File: src/rtl/main_memory_ctrl_pkg.sv
// Shared definitions for the main-memory controller.
//   state_e        : controller FSM encoding (2 bits).
//   DefaultLatency : default memory occupancy per access, in cycles.
//   BlockOffW      : byte-offset width inside one 64-bit block.
//   CntW           : occupancy counter width (covers LATENCY 1..15).
package main_memory_ctrl_pkg;

  typedef enum logic [1:0] {
    StIdle   = 2'd0,
    StAccess = 2'd1,
    StResp   = 2'd2
  } state_e;

  localparam int unsigned DefaultLatency = 4;
  localparam int unsigned BlockOffW      = 3;
  localparam int unsigned CntW           = 4;

endpackage

File: src/rtl/main_memory_ctrl_if.sv
// Bus bundle between the two requesters (port 0 = data cache, port 1 = page-table walker),
// the controller, and main memory.
//   req*_valid/write/addr/wdata : request side, held until req*_ready.
//   req*_ready                  : accept strobe from the controller.
//   resp*_valid/rdata           : one-cycle completion pulse and read block.
//   mem_write/addr/wdata        : drive main memory; mem_rdata returns its read data.
//   busy                        : controller is not idle.
// Modports: slave = controller, master = requesters plus memory (the environment).
interface main_memory_ctrl_if #(
  parameter int unsigned ADDR_W = 10,
  parameter int unsigned DATA_W = 64
) ();

  logic              req0_valid;
  logic              req0_write;
  logic [ADDR_W-1:0] req0_addr;
  logic [DATA_W-1:0] req0_wdata;
  logic              req0_ready;
  logic              resp0_valid;
  logic [DATA_W-1:0] resp0_rdata;

  logic              req1_valid;
  logic              req1_write;
  logic [ADDR_W-1:0] req1_addr;
  logic [DATA_W-1:0] req1_wdata;
  logic              req1_ready;
  logic              resp1_valid;
  logic [DATA_W-1:0] resp1_rdata;

  logic              mem_write;
  logic [ADDR_W-1:0] mem_addr;
  logic [DATA_W-1:0] mem_wdata;
  logic [DATA_W-1:0] mem_rdata;

  logic              busy;

  modport slave (
    input  req0_valid, req0_write, req0_addr, req0_wdata,
    input  req1_valid, req1_write, req1_addr, req1_wdata,
    input  mem_rdata,
    output req0_ready, resp0_valid, resp0_rdata,
    output req1_ready, resp1_valid, resp1_rdata,
    output mem_write, mem_addr, mem_wdata,
    output busy
  );

  modport master (
    output req0_valid, req0_write, req0_addr, req0_wdata,
    output req1_valid, req1_write, req1_addr, req1_wdata,
    output mem_rdata,
    input  req0_ready, resp0_valid, resp0_rdata,
    input  req1_ready, resp1_valid, resp1_rdata,
    input  mem_write, mem_addr, mem_wdata,
    input  busy
  );

endinterface

File: src/rtl/main_memory_ctrl_rr_arbiter2.sv
// Two-way round-robin arbiter (rr_arbiter2) for the main-memory controller.
//   clk, reset : clock and synchronous active-high reset (pointer returns to port 0).
//   req        : request valids, bit N = port N.
//   advance    : pulsed while a response is issued; moves the pointer.
//   served     : port whose response is being issued while advance is high.
//   grant      : one-hot grant; a lone requester always wins, a tie goes to the pointer.
module main_memory_ctrl_rr_arbiter2 (
  input  logic       clk,
  input  logic       reset,
  input  logic [1:0] req,
  input  logic       advance,
  input  logic       served,
  output logic [1:0] grant
);

  logic ptr_q, ptr_d;

  always_ff @(posedge clk) begin
    if (reset) begin
      ptr_q <= 1'b0;
    end else begin
      ptr_q <= ptr_d;
    end
  end

  // Priority passes to the port that was not just served.
  always_comb begin
    ptr_d = ptr_q;
    if (advance) begin
      ptr_d = ~served;
    end
  end

  always_comb begin
    grant = 2'b00;
    case (req)
      2'b01:   grant = 2'b01;
      2'b10:   grant = 2'b10;
      2'b11:   grant = ptr_q ? 2'b10 : 2'b01;
      default: grant = 2'b00;
    endcase
  end

endmodule

File: src/rtl/main_memory_ctrl.sv
// Main-memory controller: shares one main-memory datapath between the data cache (port 0)
// and the page-table walker (port 1). One access is outstanding at a time: a request is
// accepted in IDLE, the memory is held for LATENCY cycles in ACCESS, and a one-cycle
// response is issued in RESP.
//   clk, reset : clock and synchronous active-high reset; reset forces every output to 0.
//   bus        : slave side of main_memory_ctrl_if (requests, responses, memory drive, busy).
// Parameters: ADDR_W byte-address width, DATA_W block width, LATENCY occupancy (1..15).
module main_memory_ctrl
  import main_memory_ctrl_pkg::*;
#(
  parameter int unsigned ADDR_W  = 10,
  parameter int unsigned DATA_W  = 64,
  parameter int unsigned LATENCY = DefaultLatency
) (
  input logic               clk,
  input logic               reset,
  main_memory_ctrl_if.slave bus
);

  localparam logic [CntW-1:0]   CntLoad  = CntW'(LATENCY - 1);
  localparam logic [ADDR_W-1:0] AddrMask = ~ADDR_W'((1 << BlockOffW) - 1);

  state_e state_q, state_d;

  logic [CntW-1:0]   cnt_q, cnt_d;
  logic              wr_q, wr_d;
  logic [ADDR_W-1:0] addr_q, addr_d;
  logic [DATA_W-1:0] wdata_q, wdata_d;
  logic              id_q, id_d;
  logic [DATA_W-1:0] rdata_q, rdata_d;

  logic [1:0]        grant;
  logic              accept;
  logic              sel;
  logic              req_write;
  logic [ADDR_W-1:0] req_addr;
  logic [DATA_W-1:0] req_wdata;

  main_memory_ctrl_rr_arbiter2 u_arb (
    .clk     (clk),
    .reset   (reset),
    .req     ({bus.req1_valid, bus.req0_valid}),
    .advance (state_q == StResp),
    .served  (id_q),
    .grant   (grant)
  );

  // Grant depends only on valids and the pointer, so ready has no path from mem_rdata.
  assign accept = (state_q == StIdle) && (grant != 2'b00);
  assign sel    = grant[1];

  always_comb begin
    req_write = sel ? bus.req1_write : bus.req0_write;
    req_addr  = sel ? bus.req1_addr  : bus.req0_addr;
    req_wdata = sel ? bus.req1_wdata : bus.req0_wdata;
  end

  // State register.
  always_ff @(posedge clk) begin
    if (reset) begin
      state_q <= StIdle;
    end else begin
      state_q <= state_d;
    end
  end

  // Next-state logic.
  always_comb begin
    state_d = state_q;
    unique case (state_q)
      StIdle:   if (accept) state_d = StAccess;
      StAccess: if (cnt_q == '0) state_d = StResp;
      StResp:   state_d = StIdle;
      default:  state_d = StIdle;
    endcase
  end

  // Latched request, occupancy counter and response block.
  always_comb begin
    cnt_d   = cnt_q;
    wr_d    = wr_q;
    addr_d  = addr_q;
    wdata_d = wdata_q;
    id_d    = id_q;
    rdata_d = rdata_q;
    unique case (state_q)
      StIdle: begin
        if (accept) begin
          cnt_d   = CntLoad;
          wr_d    = req_write;
          addr_d  = req_addr & AddrMask;
          wdata_d = req_wdata;
          id_d    = sel;
        end
      end
      StAccess: begin
        if (cnt_q == '0) begin
          // Read data is sampled in the last cycle the address is held.
          rdata_d = wr_q ? '0 : bus.mem_rdata;
        end else begin
          cnt_d = cnt_q - CntW'(1);
        end
      end
      StResp: begin
        rdata_d = '0;
      end
      default: begin
        rdata_d = '0;
      end
    endcase
  end

  always_ff @(posedge clk) begin
    if (reset) begin
      cnt_q   <= '0;
      wr_q    <= 1'b0;
      addr_q  <= '0;
      wdata_q <= '0;
      id_q    <= 1'b0;
      rdata_q <= '0;
    end else begin
      cnt_q   <= cnt_d;
      wr_q    <= wr_d;
      addr_q  <= addr_d;
      wdata_q <= wdata_d;
      id_q    <= id_d;
      rdata_q <= rdata_d;
    end
  end

  // Outputs. Reset is synchronous, so the state may still be ACCESS/RESP in the reset
  // cycle; gating on reset keeps every output at 0 while it is asserted.
  always_comb begin
    bus.req0_ready  = 1'b0;
    bus.req1_ready  = 1'b0;
    bus.resp0_valid = 1'b0;
    bus.resp1_valid = 1'b0;
    bus.resp0_rdata = '0;
    bus.resp1_rdata = '0;
    bus.mem_write   = 1'b0;
    bus.mem_addr    = '0;
    bus.mem_wdata   = '0;
    bus.busy        = 1'b0;
    if (!reset) begin
      unique case (state_q)
        StIdle: begin
          bus.req0_ready = grant[0];
          bus.req1_ready = grant[1];
        end
        StAccess: begin
          bus.busy      = 1'b1;
          bus.mem_write = wr_q;
          bus.mem_addr  = addr_q;
          bus.mem_wdata = wdata_q;
        end
        StResp: begin
          bus.busy = 1'b1;
          if (id_q) begin
            bus.resp1_valid = 1'b1;
            bus.resp1_rdata = rdata_q;
          end else begin
            bus.resp0_valid = 1'b1;
            bus.resp0_rdata = rdata_q;
          end
        end
        default: begin
          bus.busy = 1'b0;
        end
      endcase
    end
  end

endmodule
File: src/flat_wrapper.sv
// flat-port wrapper written by rule: the top's interface ports become plain ports
module main_memory_ctrl_flat import main_memory_ctrl_pkg::*;
#(
  parameter int unsigned ADDR_W  = 10,
  parameter int unsigned DATA_W  = 64,
  parameter int unsigned LATENCY = DefaultLatency
)
  (clk, reset, bus_req0_valid, bus_req0_write, bus_req0_addr, bus_req0_wdata, bus_req1_valid, bus_req1_write, bus_req1_addr, bus_req1_wdata, bus_mem_rdata, bus_req0_ready, bus_resp0_valid, bus_resp0_rdata, bus_req1_ready, bus_resp1_valid, bus_resp1_rdata, bus_mem_write, bus_mem_addr, bus_mem_wdata, bus_busy);
  main_memory_ctrl_if #(.ADDR_W(ADDR_W), .DATA_W(DATA_W)) bus_i ();
  input logic clk;
  input logic reset;
  input wire logic [$bits(bus_i.req0_valid)-1:0] bus_req0_valid;
  input wire logic [$bits(bus_i.req0_write)-1:0] bus_req0_write;
  input wire logic [$bits(bus_i.req0_addr)-1:0] bus_req0_addr;
  input wire logic [$bits(bus_i.req0_wdata)-1:0] bus_req0_wdata;
  input wire logic [$bits(bus_i.req1_valid)-1:0] bus_req1_valid;
  input wire logic [$bits(bus_i.req1_write)-1:0] bus_req1_write;
  input wire logic [$bits(bus_i.req1_addr)-1:0] bus_req1_addr;
  input wire logic [$bits(bus_i.req1_wdata)-1:0] bus_req1_wdata;
  input wire logic [$bits(bus_i.mem_rdata)-1:0] bus_mem_rdata;
  output wire logic [$bits(bus_i.req0_ready)-1:0] bus_req0_ready;
  output wire logic [$bits(bus_i.resp0_valid)-1:0] bus_resp0_valid;
  output wire logic [$bits(bus_i.resp0_rdata)-1:0] bus_resp0_rdata;
  output wire logic [$bits(bus_i.req1_ready)-1:0] bus_req1_ready;
  output wire logic [$bits(bus_i.resp1_valid)-1:0] bus_resp1_valid;
  output wire logic [$bits(bus_i.resp1_rdata)-1:0] bus_resp1_rdata;
  output wire logic [$bits(bus_i.mem_write)-1:0] bus_mem_write;
  output wire logic [$bits(bus_i.mem_addr)-1:0] bus_mem_addr;
  output wire logic [$bits(bus_i.mem_wdata)-1:0] bus_mem_wdata;
  output wire logic [$bits(bus_i.busy)-1:0] bus_busy;
  assign bus_i.req0_valid = bus_req0_valid;
  assign bus_i.req0_write = bus_req0_write;
  assign bus_i.req0_addr = bus_req0_addr;
  assign bus_i.req0_wdata = bus_req0_wdata;
  assign bus_i.req1_valid = bus_req1_valid;
  assign bus_i.req1_write = bus_req1_write;
  assign bus_i.req1_addr = bus_req1_addr;
  assign bus_i.req1_wdata = bus_req1_wdata;
  assign bus_i.mem_rdata = bus_mem_rdata;
  assign bus_req0_ready = bus_i.req0_ready;
  assign bus_resp0_valid = bus_i.resp0_valid;
  assign bus_resp0_rdata = bus_i.resp0_rdata;
  assign bus_req1_ready = bus_i.req1_ready;
  assign bus_resp1_valid = bus_i.resp1_valid;
  assign bus_resp1_rdata = bus_i.resp1_rdata;
  assign bus_mem_write = bus_i.mem_write;
  assign bus_mem_addr = bus_i.mem_addr;
  assign bus_mem_wdata = bus_i.mem_wdata;
  assign bus_busy = bus_i.busy;
  main_memory_ctrl #(.ADDR_W(ADDR_W), .DATA_W(DATA_W), .LATENCY(LATENCY)) u_core (.clk(clk), .reset(reset), .bus(bus_i));
endmodule
File: config.mk
export PLATFORM = sky130hd
export DESIGN_NAME = main_memory_ctrl_flat
export DESIGN_NICKNAME = d
export VERILOG_FILES = /design/src/rtl/main_memory_ctrl_pkg.sv /design/src/rtl/main_memory_ctrl_if.sv /design/src/rtl/main_memory_ctrl_rr_arbiter2.sv /design/src/rtl/main_memory_ctrl.sv /design/src/flat_wrapper.sv
export SDC_FILE = /design/constraint.sdc
export NUM_CORES = 1
export LEC_CHECK = 0
export CAP_MARGIN = 40
export CORE_AREA = 2 2 163 165
export DETAILED_ROUTE_END_ITERATION = 16
export DIE_AREA = 0 0 165 167
export MAX_ROUTING_LAYER = met4
export PLACE_DENSITY_LB_ADDON = 0.05
export SKIP_LAST_GASP = 1
export SYNTH_ARGS = -nofsm -noshare
export SYNTH_HDL_FRONTEND = slang
export SYNTH_SLANG_ARGS = --single-unit
File: constraint.sdc
create_clock -name clk -period 2 [get_ports clk]
set_input_delay 0.4 -clock clk [delete_from_list [all_inputs] [get_ports clk]]
set_output_delay 0.4 -clock clk [all_outputs]
set_load 0.02 [all_outputs]
==> flow_summary.yaml <==
clock_tree:
  clock_path_buffers: 2
  clock-sinks: 144
  cts_made_buffers: 17
  clkTransAtPathRegs_ps: 70
  htreeDepth: 4
  tritoncts: "built"
  clkLatencyLatePin_ps: 420
  cts-root-buf: "clkbuf_16"
place:
  io_buffer_count: 416
  dpl_worst_slack_ps: -672
  place_congestion: 0.745
  hpwl_um: 19900
critical_path:
  cp.required_ps: 1600
  arrival_ps: 2040
  worstPathMaxFanout: 5
  worstPathCellList: "inv_2, ha_4, buf_4, and3_4, buf_12, buf_12, buf_8, buf_4, and2_4, buf_6"
  cp-end-kind: "output port"
  worstSetupPathType: "flop to output port"
  startpoint_type: "flop"
  slowest_delay_ps: 340
  critPathSlowestCell: "dfxtp_2"
floorplan:
  die-height_um: 167
  core-area_um2: 25800
  std_cell_rows: 59
  die-width_um: 165
  die_area_um2: 27600
  io_pins: 426
  start_util: 0.281
final_layout:
  layout_common_cells: "clkdlybuf4s50_1, buf_6, and2_4"
  area_delta_synth_final_pct: 102
  final_common_cell: "clkdlybuf4s50_1"
  final_nets: 1523
  drive_above_1_share: 0.421
  final_util: 0.569
timing:
  finalSetupTns_ps: -55090
  setup_ws_ps: -441
  period_share: 1.22
  relSlewSlack: 0.487
  skew_ps: 14.9
  min_period_ps: 2440
  setup_viol: 215
  worst_pin_slew_ps: 769
  final-hold-violation-count: 0
  fmax_mhz: 410
  hold-worst-slack_ps: 469
  grt_setup_unrepaired: "yes"
  maxSlewViolCount: 0
grt:
  grt_pass1_wl_um: 48400
  grt_pass1_vias: 8079
  track_usage: 0.241
  grtUsageMet2: 0.424
  grt-busiest-layer: "met2"
  met1_usage: 0.263
  gr-usage-met3: 0.0660
  grt_max_degree: 68
  grt_antenna_before_repair: 1
  gr-total-overflow: 0
pwr:
  seq_power_share: 0.312
  power_leakage_nw: 6.59
  ir_worst_vdd_uv: 510
  p_per_area_nw_per_um2: 825
  power_switching_mw: 3.86
  power_mw: 12.1
  combPwrFrac: 0.393
  p_sw_frac: 0.320
  clock_power_share: 0.295
  intPower_mw: 8.23
drt:
  postRouteAntennaNets: 0
  wl_per_cell_um: 20.2
  drc: 0
  dr_total_vias: 7858
  routed_wl_um: 33400
  drtIter0Drc: 312
  first_pass_iters: 4
  viasPerCell: 4.77
run:
  cap_violations: 0
synth:
  ys_ff_latch: 144
  syn_avg_cell_area_um2: 8.83
  yosysUniqueCellTypes: 38
  synth_top_area_frac: 0.398
  yosysTopAreaCell: "dfxtp_1"
  netlist_instances: 820
  yosys-top-cells-area: "dfxtp_1, and2_1, mux2i_1"
  ys_warn_count: 0
  ys_seq_area_frac: 0.398
  netlist_area_um2: 7240
hold_path:
  hold_path.class: "flop to flop"
status:
  violations: "negative setup slack"
  outcome: "complete, but fails checks"
==> sequential cells by signal, indices dropped and copies added, names as in the netlist <==
register            count
u_core.wdata_q         64
u_core.rdata_q         64
u_core.state_q          2
u_core.addr_q           7
u_core.id_q             1
u_core.u_arb.ptr_q      1
u_core.cnt_q            4
u_core.wr_q             1
==> path summary, 6_finish.rpt <==
path | start | end | slack (ps) | cells past startpoint
worst max-delay path | u_core.state_q[0] | bus_resp1_rdata[57] | -440 | 10
worst min-delay path | u_core.wdata_q[33] | u_core.wdata_q[33] | 470 | 1
worst max register to register | u_core.state_q[0] | u_core.wdata_q[51] | -20 | 9
worst min register to register | u_core.wdata_q[33] | u_core.wdata_q[33] | 470 | 1
==> metrics by stage <==
stage | cells | instance area, µm²
after floorplan | 822 | 7250
after global routing | 1648 | 14600
after detailed placement | 1536 | 12000
final | 1648 | 14600
after global placement | 1536 | 12000
after CTS | 1644 | 14200
==> cell type report <==
cell class,instances,area [µm²]
Inverter,5,21.3
Clock inverter,12,205
Fill cell,2330,11100
Clock buffer,19,433
Multi-Input combinational cell,592,4510
Tap cell,335,419
Timing Repair Buffer,540,6170
Antenna cell,1,2.50
Sequential cell,144,2890
==> logic make-up after synthesis <==
family          share of synthesized area
fa+ha+maj                         0.00864
buf+inv                            0.0551
flops                               0.398
compound gates                      0.142
mux                                0.0885
simple gates                        0.307
other cells                      0.000518
==> critical path, delay by kind of cell, from the launching register on <==
family	cells	cell delay, ps
buf+inv	7	810
flops	1	340
simple gates	2	310
fa+ha+maj	1	160
==> layer usage <==
metal | vias to the layer above | routed length, µm
met4 | 0 | 626
met1 | 3708 | 12900
met5 | - | 0
li1 | 3801 | -
met2 | 315 | 17300
met3 | 34 | 2580
==> synth_stat cells <==
cell,n
a21boi_2,1
or3b_4,1
nand3b_1,1
o211a_1,1
a21oi_1,3
inv_1,5
nand4_1,3
buf_6,6
buf_1,1
a32oi_1,23
and3_1,52
nor2_1,3
ha_1,5
a221o_1,49
o2bb2ai_1,23
or2_1,1
clkbuf_1,57
buf_4,4
nor2b_1,6
buf_2,13
mux2i_1,64
conb_1,1
a41o_1,1
nor3b_1,4
a211o_1,1
nand2_1,129
and2_1,202
a211oi_1,1
o31ai_1,1
dfxtp_1,144
o21ai_0,4
a21boi_0,1
a21oi_2,1
nor3_1,1
a21o_1,2
a31oi_1,2
or3b_1,1
nand2b_1,2
==> power by group through the flow <==
stage / sequential [mW] / combinational, mW / clock [mW]
after global routing: 3.83 / 5.05 / 3.79
after CTS: 3.75 / 4.73 / 3.65
after global placement: 3.77 / 3.67 / 0
final: 3.77 / 4.75 / 3.56
after detailed placement: 3.76 / 3.69 / 0
after floorplan: 3.63 / 2.22 / 0
==> timing repair <==
action | 4_1_cts | 5_1_grt
pin swaps | 24 | 41
resized for setup | 1243 | 244
setup endpoints to repair | 204 | 204
gates cloned | 20 | 3
hold buffers | 0 | 0
setup buffers | 60 | 19
Note: power is estimated with default switching activity, not from simulation.
